## config.mk

```make
export PLATFORM = sky130hd
export DESIGN_NAME = cache_arbiter
export DESIGN_NICKNAME = d
export VERILOG_FILES = /design/src/rtl/cache_arbiter.sv
export SDC_FILE = /design/constraint.sdc
export NUM_CORES = 1
export LEC_CHECK = 0
export CORE_AREA = 3 3 535 537
export DETAILED_ROUTE_END_ITERATION = 6
export DIE_AREA = 0 0 538 540
export PLACE_DENSITY = 0.3
export SYNTH_ARGS = -nofsm -noshare
export SYNTH_HDL_FRONTEND = slang
export SYNTH_SLANG_ARGS = --single-unit
```

## constraint.sdc

```tcl
create_clock -name clk -period 2.6 [get_ports clk]
set_input_delay 0.52 -clock clk [delete_from_list [all_inputs] [get_ports clk]]
set_output_delay 0.52 -clock clk [all_outputs]
set_load 0.1 [all_outputs]
```

## src/rtl/cache_arbiter.sv

```systemverilog
// Arbitrates whole-line requests from the L1 I-cache and D-cache onto one shared memory port.
// The winning request is latched for the whole transaction; ties alternate between the two caches.
module cache_arbiter #(
    parameter int ADDR_W = 32,
    parameter int LINE_W = 256
) (
    input  logic              clk,
    input  logic              rst,
    input  logic              i_read,
    input  logic [ADDR_W-1:0] i_address,
    output logic [LINE_W-1:0] i_rdata,
    output logic              i_resp,
    input  logic              d_read,
    input  logic              d_write,
    input  logic [ADDR_W-1:0] d_address,
    input  logic [LINE_W-1:0] d_wdata,
    output logic [LINE_W-1:0] d_rdata,
    output logic              d_resp,
    output logic              mem_read,
    output logic              mem_write,
    output logic [ADDR_W-1:0] mem_address,
    output logic [LINE_W-1:0] mem_wdata,
    input  logic [LINE_W-1:0] mem_rdata,
    input  logic              mem_resp
);

    typedef enum logic [1:0] {IDLE, SERVE_I, SERVE_D} state_t;

    state_t            state;
    logic [ADDR_W-1:0] req_addr;
    logic [LINE_W-1:0] req_wdata;
    logic              req_is_write;
    logic              last_grant;
    logic              d_req;
    logic              grant_d;
    logic              busy;

    assign d_req = d_read | d_write;
    // On a tie the side that did not win last goes first; last_grant resets to I, so D wins the first tie.
    assign grant_d = d_req & (~i_read | ~last_grant);

    always_ff @(posedge clk) begin
        if (rst) begin
            state        <= IDLE;
            req_addr     <= '0;
            req_wdata    <= '0;
            req_is_write <= 1'b0;
            last_grant   <= 1'b0;
        end else begin
            case (state)
                IDLE: begin
                    if (grant_d) begin
                        state        <= SERVE_D;
                        req_addr     <= d_address;
                        req_wdata    <= d_wdata;
                        req_is_write <= d_write;
                        last_grant   <= 1'b1;
                    end else if (i_read) begin
                        state        <= SERVE_I;
                        req_addr     <= i_address;
                        req_is_write <= 1'b0;
                        last_grant   <= 1'b0;
                    end
                end
                SERVE_I, SERVE_D: begin
                    if (mem_resp) begin
                        state <= IDLE;
                    end
                end
                default: state <= IDLE;
            endcase
        end
    end

    // Command lines decode only from registers, so they stay steady until mem_resp.
    assign busy        = (state != IDLE);
    assign mem_read    = busy & ~req_is_write;
    assign mem_write   = busy & req_is_write;
    assign mem_address = req_addr;
    assign mem_wdata   = req_wdata;

    assign i_resp  = mem_resp & (state == SERVE_I);
    assign d_resp  = mem_resp & (state == SERVE_D);
    assign i_rdata = mem_rdata;
    assign d_rdata = mem_rdata;

    always_ff @(posedge clk) begin
        if (!rst) begin
            assert (!(d_read && d_write))
                else $warning("cache_arbiter: d_read and d_write asserted together, serving as write");
        end
    end

endmodule

```

==> PnR_summary.wiki, run 1 <==
{| class="wikitable"
! Metric !! Value
|-
| Number of design rule violations left after detail routing || 0
|-
| Pin count of the biggest net entering global routing || just under 90
|-
| X dimension of the die || 538 µm
|-
| Design internal power || 11.1 mW
|-
| Sequential area share after synthesis || between 30% and 40%
|-
| Largest stage delay on the critical path || roughly 0.35 ns
|-
| Footprint of the flip-flops and latches || 0.00585 mm²
|-
| Reg-to-reg startpoint || state[0]$_SDFFE_PP0P_
|-
| Clk root buf || clkbuf_16
|-
| Worst slew slack as a fraction of its limit || between 40% and 50%
|-
| Die Ht || 540 µm
|-
| IO Port Bufs || 617
|-
| Setup TNS || 0 ns
|-
| Clock network fraction of total power || 30.1%
|-
| I/O Pins || 1386
|-
| CTS tree || built
|-
| Critical path arrival || 1.79 ns
|-
| Category of the worst setup path capture point || output port
|-
| Maximum ir drop on the vdd rail || 0.397 mV
|-
| Final nets || 2505
|-
| Startpoint of the most critical setup path || state[0]$_SDFFE_PP0P_
|-
| CTS buffer count || between 40 and 50
|-
| Multi-input combinational cell area || 0.00490 mm²
|-
| Synthesis-stage register bit count || 292
|-
| Wire length of the first global-routing pass || ~180000 µm
|-
| Reg2reg path depth || 6
|-
| Rows || between 150 and 200
|-
| Count of antenna-violating nets left after detailed routing || 0
|-
| Hold_ws || 0.265 ns
|-
| Post-DP HPWL || 120000 µm
|-
| Setup crit start kind || register
|-
| Worst reg-to-reg setup slack || 0.55 ns
|-
| Startpoint of the tightest hold check path || rst
|-
| Die area || 0.291 mm²
|-
| Switching Fraction || about half
|-
| Total design power || 22.1 mW
|-
| Max Fclk || ~0.43 GHz
|-
| Part of the power in registers || 24.8%
|-
| Iteration count of the initial detailed-routing pass || 5
|-
| Max Slew Vio Count || 0
|-
| Number of hold-slack violations in the final timing report || 0
|-
| Initial core utilization || about 5.4%
|-
| Transition time at the pin with the least slew margin || approximately 0.8 ns
|-
| # setup viols final || 0
|-
| Antenna violations before repair || 32
|-
| Latest clock arrival within the worst-skew pair || 0.66 ns
|-
| Mapped Nets || 2471
|-
| Number of instances in the synthesized netlist || 1886
|-
| Path category of the worst min-delay check || primary input to register
|-
| Comb pwr share || 45.1%
|-
| Global router's overall resource usage || 9.44%
|-
| Routability cong. || 0.745
|-
| Clock transition at the register clock pins on the worst setup and hold paths after CTS || 0.07 ns
|-
| Required time at the endpoint of the critical path || 2.08 ns
|-
| RSZ-0062 raised after global routing || false
|-
| Most frequent standard cell in the layout excluding fill and tap cells || clkdlybuf4s50_1
|-
| Outcome || finished, final reports clean
|-
| Number of setup buffers added after CTS || 0
|-
| Number of levels in the clock H-tree || 2
|-
| Maximum fanout along the worst path || 12
|-
| P&R area growth vs syn || 51.1%
|-
| Core region area || roughly 0.28 mm²
|-
| Hold buffer count at CTS || 0
|-
| Top cells by area, synth || dfxtp_1, buf_4, a21oi_1
|-
| Final setup slack of the worst path || between 0.2 and 0.3 ns
|-
| Cell family with most CP delay || flip-flops
|-
| Endpoint of the worst-slack reg-to-reg timing path || last_grant$_SDFFE_PP0P_
|-
| Cells along the critical path || inv_1 > ha_4 > nor2_2 > buf_12
|-
| Buffers plus inverters on the worst setup path || 2
|-
| Post-cts sizing count || 0
|-
| Detailed-route wire length || 143000 µm
|-
| Worst clock skew on the final layout || between 0.02 and 0.025 ns
|-
| Number of DRC markers after the initial detailed-route iteration || 772
|-
| Last element of the critical path || mem_read
|-
| Layout cell share with drive strength beyond 1 || between 20% and 30%
|-
| Netlist area before placement || 0.0153 mm²
|-
| Crit path kind || register to output port
|-
| Period utilisation layout || 88.8%
|-
| Slowest CP cell || dfxtp_1
|-
| Power Density || 957 mW/mm²
|-
| Setup slack after placement || roughly 0.12 ns
|-
| Number of global-route vias before repair || 14200
|-
| Max Cap Violations || 0
|-
| Synth Warn # || 0
|-
| Share of Yosys cell area claimed by the top area cell type || between 30% and 40%
|-
| Critical path depth || 4
|-
| Final critical path time including I/O delays and setup || approximately 2.3 ns
|-
| Count of filler cells inserted in the layout || about 33000
|-
| Total grt overflow || 0
|-
| Vias || between 10000 and 15000
|-
| Maximum clock path buffer count || 3
|-
| Leak Pwr || 7.67 nW
|-
| Library cell with the largest summed area after synthesis || dfxtp_1
|-
| CTS Sinks || ~290
|-
| Syn_area_per_cell || 8.11 µm²
|-
| WL per Instance || 25.1 µm
|-
| DR vias/cell || 2.42
|-
| Most used cells in the layout excluding fill and tap cells || clkdlybuf4s50_1, dfxtp_1, buf_4
|-
| Switching component of the power || 11.0 mW
|-
| Count of unique library cells instantiated by Yosys || 28
|-
| Post-layout util || 8.19%
|}
-- state kept, by name, summed over array words and instances (netlist names) --
| register | cells |
|---|---|
| mem_wdata | 256 |
| mem_address | 32 |
| req_is_write | 1 |
| state | 2 |
| last_grant | 1 |
-- cells in the mapped netlist --
master and count:
dfxtp_1 292, o31a_1 1, a21o_1 1, a311oi_2 31
inv_2 1, a311oi_1 1, ha_1 3, a32oi_1 1
buf_4 523, nand2_1 64, o21ai_1 1, nor2b_1 2
clkbuf_1 90, buf_6 1, nor3_1 1, inv_1 2
o21ai_0 255, nand3_1 256, a21oi_1 256, buf_2 57
o31ai_1 1, a2bb2oi_2 1, o2bb2ai_4 1, and2_1 2
nor2_1 38, buf_1 1, a22oi_1 1, a32o_1 2
-- per-stage QoR --
stage / instances / cell area (µm²)
floorplan: 1886 / 15300
global placement: 5614 / 21500
detailed placement: 5614 / 21500
CTS: 5701 / 23100
global route: 5702 / 23100
finish: 5702 / 23100
-- worst min-delay path by stage --
stage | endpoint | cells past startpoint
after detailed placement | mem_wdata[17]$_SDFFE_PP0P_ | 2
after floorplan | req_is_write$_SDFFE_PP0P_ | 2
after global placement | mem_wdata[215]$_SDFFE_PP0P_ | 2
after CTS | mem_wdata[237]$_SDFFE_PP0P_ | 2
final | mem_wdata[233]$_SDFFE_PP0P_ | 2
after global routing | mem_wdata[233]$_SDFFE_PP0P_ | 2
-- power groups by stage --
stage / Sequential, mW / Combinational, mW / Clock [mW]
after floorplan: 9.94 / 5.71 / 0
after global placement: 5.56 / 10.3 / 0
after detailed placement: 5.57 / 10.3 / 0
after CTS: 5.49 / 10.3 / 7.10
after global routing: 5.56 / 10.6 / 7.17
final: 5.48 / 9.98 / 6.65
-- cells by family (layout without fill, tap and decap cells) --
kind of cell               after synthesis  count (layout)  synth area share [%]
buffers and inverters                  675             747                  29.9
other                                    0               1                     0
and+or+nand+nor                        363             363                  11.1
adders and majority gates                3               3                 0.245
AOI/OAI and AO/OA                      553             553                  20.5
DFF                                    292             292                  38.2
-- layer usage --
metal | share of wire (%) | global-route usage (%) | vias up | wire [µm]
li1 | - | - | 6007 | -
met1 | 31 | 8.47 | 6528 | 44400
met2 | 44 | 14.6 | 826 | 62600
met3 | 19 | 8.06 | 431 | 27300
met4 | 6.3 | 5.16 | 6 | 8980
met5 | 0.033 | 0.0167 | - | 47
-- final cells by class --
cell class,instances,area share (%)
Antenna cell,1,0.0108
Clock inverter,20,0.628
Sequential cell,292,25.3
Clock buffer,67,6.16
Multi-Input combinational cell,919,21.2
Timing Repair Buffer,657,26.3
Tap cell,3743,20.3
Inverter,3,0.0812
Power figures use the tool's default switching activity.
==> inputs of run 2 (changes only) <==
- ABC_AREA: not set -> 0
- CORE_AREA: 3 3 535 537 -> 3 3 539 541
- DIE_AREA: 0 0 538 540 -> 0 0 542 544
==> run 2 against run 1 <==
Net effect:
- combinational power about the same
- critical path depth grew 1
- clock skew increased by 0.033 ns
- core utilization about the same
- critical endpoint unchanged
- largest cell class unchanged
- highest routed layer unchanged
==> PnR_summary.wiki, run 2 (synthesis gave the netlist of run 1 again) <==
{| class="wikitable"
! Metric !! Value
|-
| Detailed-route wire length || 143000 µm (-0.19%)
|-
| Outcome || finished, final reports clean
|-
| Leak Pwr || 7.80 nW (+1.7%)
|-
| Global router's overall resource usage || 9.26% (-0.18 points)
|-
| Number of design rule violations left after detail routing || 0 (unchanged)
|-
| CTS Sinks || 292 (unchanged)
|-
| Antenna violations before repair || 19 (-41%)
|-
| X dimension of the die || 542 µm (+0.74%)
|-
| CTS tree || built
|-
| Worst clock skew on the final layout || 0.0564 ns (+0.0328 ns)
|-
| Maximum ir drop on the vdd rail || 0.503 mV (+27%)
|-
| Slowest CP cell || dfxtp_1
|-
| Wire length of the first global-routing pass || 174000 µm (-0.38%)
|-
| Post-layout util || 8.18% (-0.0084 points)
|-
| Transition time at the pin with the least slew margin || 0.822 ns (+0.0237 ns)
|-
| Reg2reg path depth || 7 (+1)
|-
| Die area || 0.295 mm² (+1.5%)
|-
| P&R area growth vs syn || 52.8%
|-
| Clock transition at the register clock pins on the worst setup and hold paths after CTS || 0.05 ns (-0.02 ns)
|-
| Largest stage delay on the critical path || 0.33 ns (-0.02 ns)
|-
| Final critical path time including I/O delays and setup || 2.39 ns (+0.0759 ns)
|-
| Total grt overflow || 0 (unchanged)
|-
| Reg-to-reg startpoint || state[0]$_SDFFE_PP0P_
|-
| Endpoint of the worst-slack reg-to-reg timing path || mem_wdata[231]$_SDFFE_PP0P_
|-
| Core region area || 0.285 mm² (+1.2%)
|-
| Worst reg-to-reg setup slack || 0.30 ns (-0.25 ns)
|-
| Vias || 13900 (+0.65%)
|-
| Post-DP HPWL || 121000 µm (+0.66%)
|-
| Critical path arrival || 1.87 ns (+0.08 ns)
|-
| Hold Crit Depth || 2 (unchanged)
|-
| Most frequent standard cell in the layout excluding fill and tap cells || clkdlybuf4s50_1
|-
| Period utilisation layout || 91.7% (+2.9 points)
|-
| Number of global-route vias before repair || 14200 (+0.063%)
|-
| DR vias/cell || 2.42 (-0.14%)
|-
| WL per Instance || 24.9 µm (-0.97%)
|-
| Max Cap Violations || 0 (unchanged)
|-
| Max Fclk || 0.419 GHz (-3.2%)
|-
| Layout cell share with drive strength beyond 1 || 23.8% (+0.68 points)
|-
| Clk root buf || clkbuf_16
|-
| Final nets || 2527 (+0.88%)
|-
| Multi-input combinational cell area || 0.00491 mm² (+0.10%)
|-
| CTS buffer count || 47 (unchanged)
|-
| Startpoint of the tightest hold check path || rst
|-
| Count of filler cells inserted in the layout || 33500 (+0.91%)
|-
| Hold EP || mem_wdata[240]$_SDFFE_PP0P_
|-
| Number of hold-slack violations in the final timing report || 0 (unchanged)
|-
| Initial core utilization || 5.36% (-0.065 points)
|-
| Cells along the critical path || inv_1 > ha_4 > buf_4 > nor2_2 > buf_12
|-
| Path category of the worst min-delay check || primary input to register
|-
| Hold buffer count at CTS || 0 (unchanged)
|-
| Number of levels in the clock H-tree || 2 (unchanged)
|-
| I/O Pins || 1386 (unchanged)
|-
| Startpoint of the most critical setup path || state[0]$_SDFFE_PP0P_
|-
| Total design power || 22.5 mW (+2.0%)
|-
| Max FFs per register || 256 (unchanged)
|-
| Rows || 196 (+0.51%)
|-
| Iteration count of the initial detailed-routing pass || 7 (+2)
|-
| Max Slew Vio Count || 0 (unchanged)
|-
| IO Port Bufs || 617 (unchanged)
|-
| Pin count of the biggest net entering global routing || 106 (+20%)
|-
| Count of antenna-violating nets left after detailed routing || 0 (unchanged)
|-
| # setup viols final || 0 (unchanged)
|-
| Die Ht || 544 µm (+0.74%)
|-
| Power Density || 965 mW/mm² (+0.86%)
|-
| Maximum clock path buffer count || 3 (unchanged)
|-
| Footprint of the flip-flops and latches || 0.00585 mm² (unchanged)
|-
| Number of DRC markers after the initial detailed-route iteration || 814 (+5.4%)
|-
| Crit path kind || register to output port
|-
| Latest clock arrival within the worst-skew pair || 0.69 ns (+0.03 ns)
|-
| Setup crit start kind || register
|-
| RSZ-0062 raised after global routing || false
|-
| Maximum fanout along the worst path || 7 (-5)
|-
| Required time at the endpoint of the critical path || 2.08 ns (about the same)
|-
| Most used cells in the layout excluding fill and tap cells || clkdlybuf4s50_1, buf_4, dfxtp_1
|-
| Routability cong. || 0.759 (+1.9%)
|-
| Setup TNS || 0 ns (unchanged)
|-
| Worst slew slack as a fraction of its limit || 45.6% (-1.4 points)
|-
| Category of the worst setup path capture point || output port
|}
==> run 2: cell count changes in the layout (fill, tap and decap cells not counted), sizes merged <==
cell,previous run,this run
buf,332,353
diode,1,7
bufinv,1,6
clkinv,14,9
clkinvlp,5,1
inv,3,6
==> run 2: how the worst max path moves through the flow <==
stage                                       end  slack [ns]  cells past startpoint
floorplan                              mem_read        0.15                      6
global placement    mem_address[2]$_SDFFE_PP0P_        0.14                      6
detailed placement  mem_address[2]$_SDFFE_PP0P_        0.15                      6
CTS                                   mem_write        0.03                      5
global route                          mem_write        0.05                      5
finish                                 mem_read        0.21                      5
==> run 2: worst max-delay path, delay by kind of cell (launching register included) <==
family	cells	cell delay, ns
simple gates	1	0.15
flops	1	0.33
buf+inv	3	0.50
fa+ha+maj	1	0.19
==> run 2: area by class of cell <==
| class | count | area share (%) |
|---|---|---|
| Multi-Input combinational cell | 919 | 21.0 |
| Sequential cell | 292 | 25.0 |
| Tap cell | 3762 | 20.1 |
| Timing Repair Buffer | 679 | 26.6 |
| Clock inverter | 19 | 1.17 |
| Antenna cell | 7 | 0.0750 |
| Inverter | 3 | 0.0803 |
| Clock buffer | 66 | 5.90 |
==> run 2: power by group <==
part	switching (mW)	internal, mW	leakage [nW]	total, mW
clock network	2.71	4.27	0.816	6.98
logic	7.93	2.11	4.58	10.0
registers	0.400	5.12	2.41	5.52
==> run 2: stage by stage <==
stage	area, µm²	instances	hold WS, ns	setup WS (ns)
floorplan	15300	1886	0.488	0.153
global placement	21700	5654	0.462	0.143
detailed placement	21700	5654	0.469	0.147
CTS	23300	5740	0.249	0.0276
global route	23300	5741	0.264	0.0466
finish	23400	5747	0.296	0.215
==> run 2: metal layers <==
| metal | vias up | part of all wire (%) | global-route usage [%] | routed length [µm] |
|---|---|---|---|---|
| li1 | 6072 | - | - | - |
| met5 | - | 0.012 | 0.0162 | 17 |
| met1 | 6463 | 31 | 8.42 | 44900 |
| met2 | 945 | 43 | 14.1 | 61800 |
| met3 | 405 | 19 | 7.87 | 27000 |
| met4 | 2 | 6.6 | 5.42 | 9400 |
==> run 2: repair_timing <==
item | in CTS | in global routing
setup buffers | 1 | 0
resized for setup | 2 | 0
setup endpoints to repair | 1 | 0
==> inputs of run 3 (changes only) <==
- CAP_MARGIN: not set -> 20
- SETUP_SLACK_MARGIN: not set -> 0.1
==> run 3 against run 2 <==
Net effect:
- clock-buffer cell count stayed put
- first-iteration DRC count is 4.5% higher
- final area is 0.37% higher
- worst setup slack better by 0.077 ns
- sequential power hardly changed
- power is 0.54% higher
- worst hold slack better by 0.0029 ns
- clock skew is 0.0014 ns lower
- critical endpoint unchanged
==> PnR_summary.wiki, run 3 (synthesis gave the netlist of run 1 again) <==
{| class="wikitable"
! Metric !! Value
|-
| Total grt overflow || 0 (unchanged)
|-
| Final critical path time including I/O delays and setup || 2.31 ns (-0.0774 ns)
|-
| RSZ-0062 raised after global routing || false
|-
| P&R area growth vs syn || 53.3%
|-
| Worst slew slack as a fraction of its limit || 45.6% (about the same)
|-
| Layout cell share with drive strength beyond 1 || 24.1% (+0.25 points)
|-
| Wire length of the first global-routing pass || 176000 µm (+0.85%)
|-
| Crit path kind || register to output port
|-
| Setup crit start kind || register
|-
| Period utilisation layout || 88.8% (-3.0 points)
|-
| Number of DRC markers after the initial detailed-route iteration || 851 (+4.5%)
|-
| Initial core utilization || 5.36% (unchanged)
|-
| Leak Pwr || 7.86 nW (+0.68%)
|-
| CTS buffer count || 47 (unchanged)
|-
| WL per Instance || 25.1 µm (+0.88%)
|-
| Max Slew Vio Count || 0 (unchanged)
|-
| Post-layout util || 8.21% (+0.030 points)
|-
| Most frequent standard cell in the layout excluding fill and tap cells || clkdlybuf4s50_1
|-
| Max FFs per register || 256 (unchanged)
|-
| Power Density || 966 mW/mm² (+0.17%)
|-
| Latest clock arrival within the worst-skew pair || 0.69 ns (about the same)
|-
| Final nets || 2531 (+0.16%)
|-
| Number of levels in the clock H-tree || 2 (unchanged)
|-
| Rows || 196 (unchanged)
|-
| Count of antenna-violating nets left after detailed routing || 0 (unchanged)
|-
| Routability cong. || 0.759 (unchanged)
|-
| Setup TNS || 0 ns (unchanged)
|-
| Number of global-route vias before repair || 14200 (+0.16%)
|-
| Max Fclk || 0.433 GHz (+3.4%)
|-
| Pin count of the biggest net entering global routing || 106 (unchanged)
|-
| Global router's overall resource usage || 9.35% (+0.093 points)
|-
| Clock transition at the register clock pins on the worst setup and hold paths after CTS || 0.05 ns (about the same)
|-
| Die Ht || 544 µm (unchanged)
|-
| DR vias/cell || 2.42 (about the same)
|-
| Transition time at the pin with the least slew margin || 0.821 ns (-0.000253 ns)
|-
| Outcome || finished, final reports clean
|-
| Most used cells in the layout excluding fill and tap cells || clkdlybuf4s50_1, buf_4, dfxtp_1
|-
| Maximum ir drop on the vdd rail || 0.504 mV (+0.33%)
|-
| Max Cap Violations || 0 (unchanged)
|-
| Vias || 13900 (+0.17%)
|-
| Critical path arrival || 1.79 ns (-0.08 ns)
|-
| Iteration count of the initial detailed-routing pass || 7 (unchanged)
|-
| CTS Sinks || 292 (unchanged)
|-
| Required time at the endpoint of the critical path || 2.08 ns (about the same)
|-
| Post-route design area || 0.0235 mm² (+0.37%)
|-
| Clk root buf || clkbuf_16
|-
| Die area || 0.295 mm² (unchanged)
|-
| I/O Pins || 1386 (unchanged)
|-
| Path category of the worst min-delay check || primary input to register
|-
| Number of hold-slack violations in the final timing report || 0 (unchanged)
|-
| Area after detailed placement || 0.0217 mm² (unchanged)
|-
| Post-DP HPWL || 121000 µm (unchanged)
|-
| Number of design rule violations left after detail routing || 0 (unchanged)
|-
| X dimension of the die || 542 µm (unchanged)
|-
| Maximum clock path buffer count || 3 (unchanged)
|-
| Maximum fanout along the worst path || 7 (unchanged)
|-
| Hold buffer count at CTS || 0 (unchanged)
|-
| # setup viols final || 0 (unchanged)
|-
| IO Port Bufs || 617 (unchanged)
|-
| Detailed-route wire length || 144000 µm (+0.97%)
|-
| CTS tree || built
|-
| Category of the worst setup path capture point || output port
|-
| Core region area || 0.285 mm² (unchanged)
|-
| Worst clock skew on the final layout || 0.0550 ns (-0.00137 ns)
|-
| Antenna violations before repair || 21 (+2)
|}
-- run 3: area by class of cell --
type / count / area [µm²]
antenna: 8 / 20.0
clock buffer: 66 / 1380
clock inverter: 19 / 274
fill: 33500 / 262000
inverter: 3 / 18.8
multi-input combinational: 919 / 4910
sequential: 292 / 5850
tap: 3762 / 4710
timing repair buffer: 683 / 6300
-- run 3: layer usage --
metal	GRT usage, %	wire length, µm	vias up	part of all wire [%]
li1	-	-	6081	-
met5	0.0162	17	-	0.012
met2	14.3	62600	943	43
met3	7.86	26900	406	19
met1	8.56	45700	6478	32
met4	5.36	9290	2	6.4
-- run 3: path summary, 6_finish.rpt --
check                               from                           to  slack [ns]  cells after the start
max                state[0]$_SDFFE_PP0P_                     mem_read        0.29                      5
min                                  rst  mem_wdata[240]$_SDFFE_PP0P_        0.30                      2
max reg2reg        state[0]$_SDFFE_PP0P_  mem_wdata[231]$_SDFFE_PP0P_        0.37                      7
min reg2reg  mem_wdata[118]$_SDFFE_PP0P_  mem_wdata[118]$_SDFFE_PP0P_        0.48                      2
-- run 3: metrics by stage --
step / total power, mW / hold slack, ns / worst slack, ns / std cells
6_report: 22.7 / 0.298 / 0.292 / 5752
5_1_grt: 23.9 / 0.264 / 0.120 / 5745
4_1_cts: 23.5 / 0.249 / 0.116 / 5744
3_5_place_dp: 16.0 / 0.469 / 0.147 / 5654
3_3_place_gp: 16.0 / 0.462 / 0.143 / 5654
2_1_floorplan: 15.7 / 0.488 / 0.153 / 1886
-- run 3: timing repair --
action,CTS,global route
gates cloned,2,0
pin swaps,1,0
buffers inserted,3,0
resized for setup,4,1
endpoints found under the setup margin,1,1
-- run 3: worst max-delay path, stage by stage (launching register included) --
cell and delay [ns]:
dfxtp_1 0.35, inv_2 0.07, ha_4 0.18, buf_6 0.17, nor2_2 0.14, buf_12 0.18
-- run 3: where the power goes --
part,switching [mW],leakage (nW),internal (mW),total [mW]
registers,0.401,2.41,5.12,5.52
clock network,2.70,0.816,4.27,6.98
logic,7.98,4.63,2.19,10.2
total,11.1,7.86,11.6,22.7
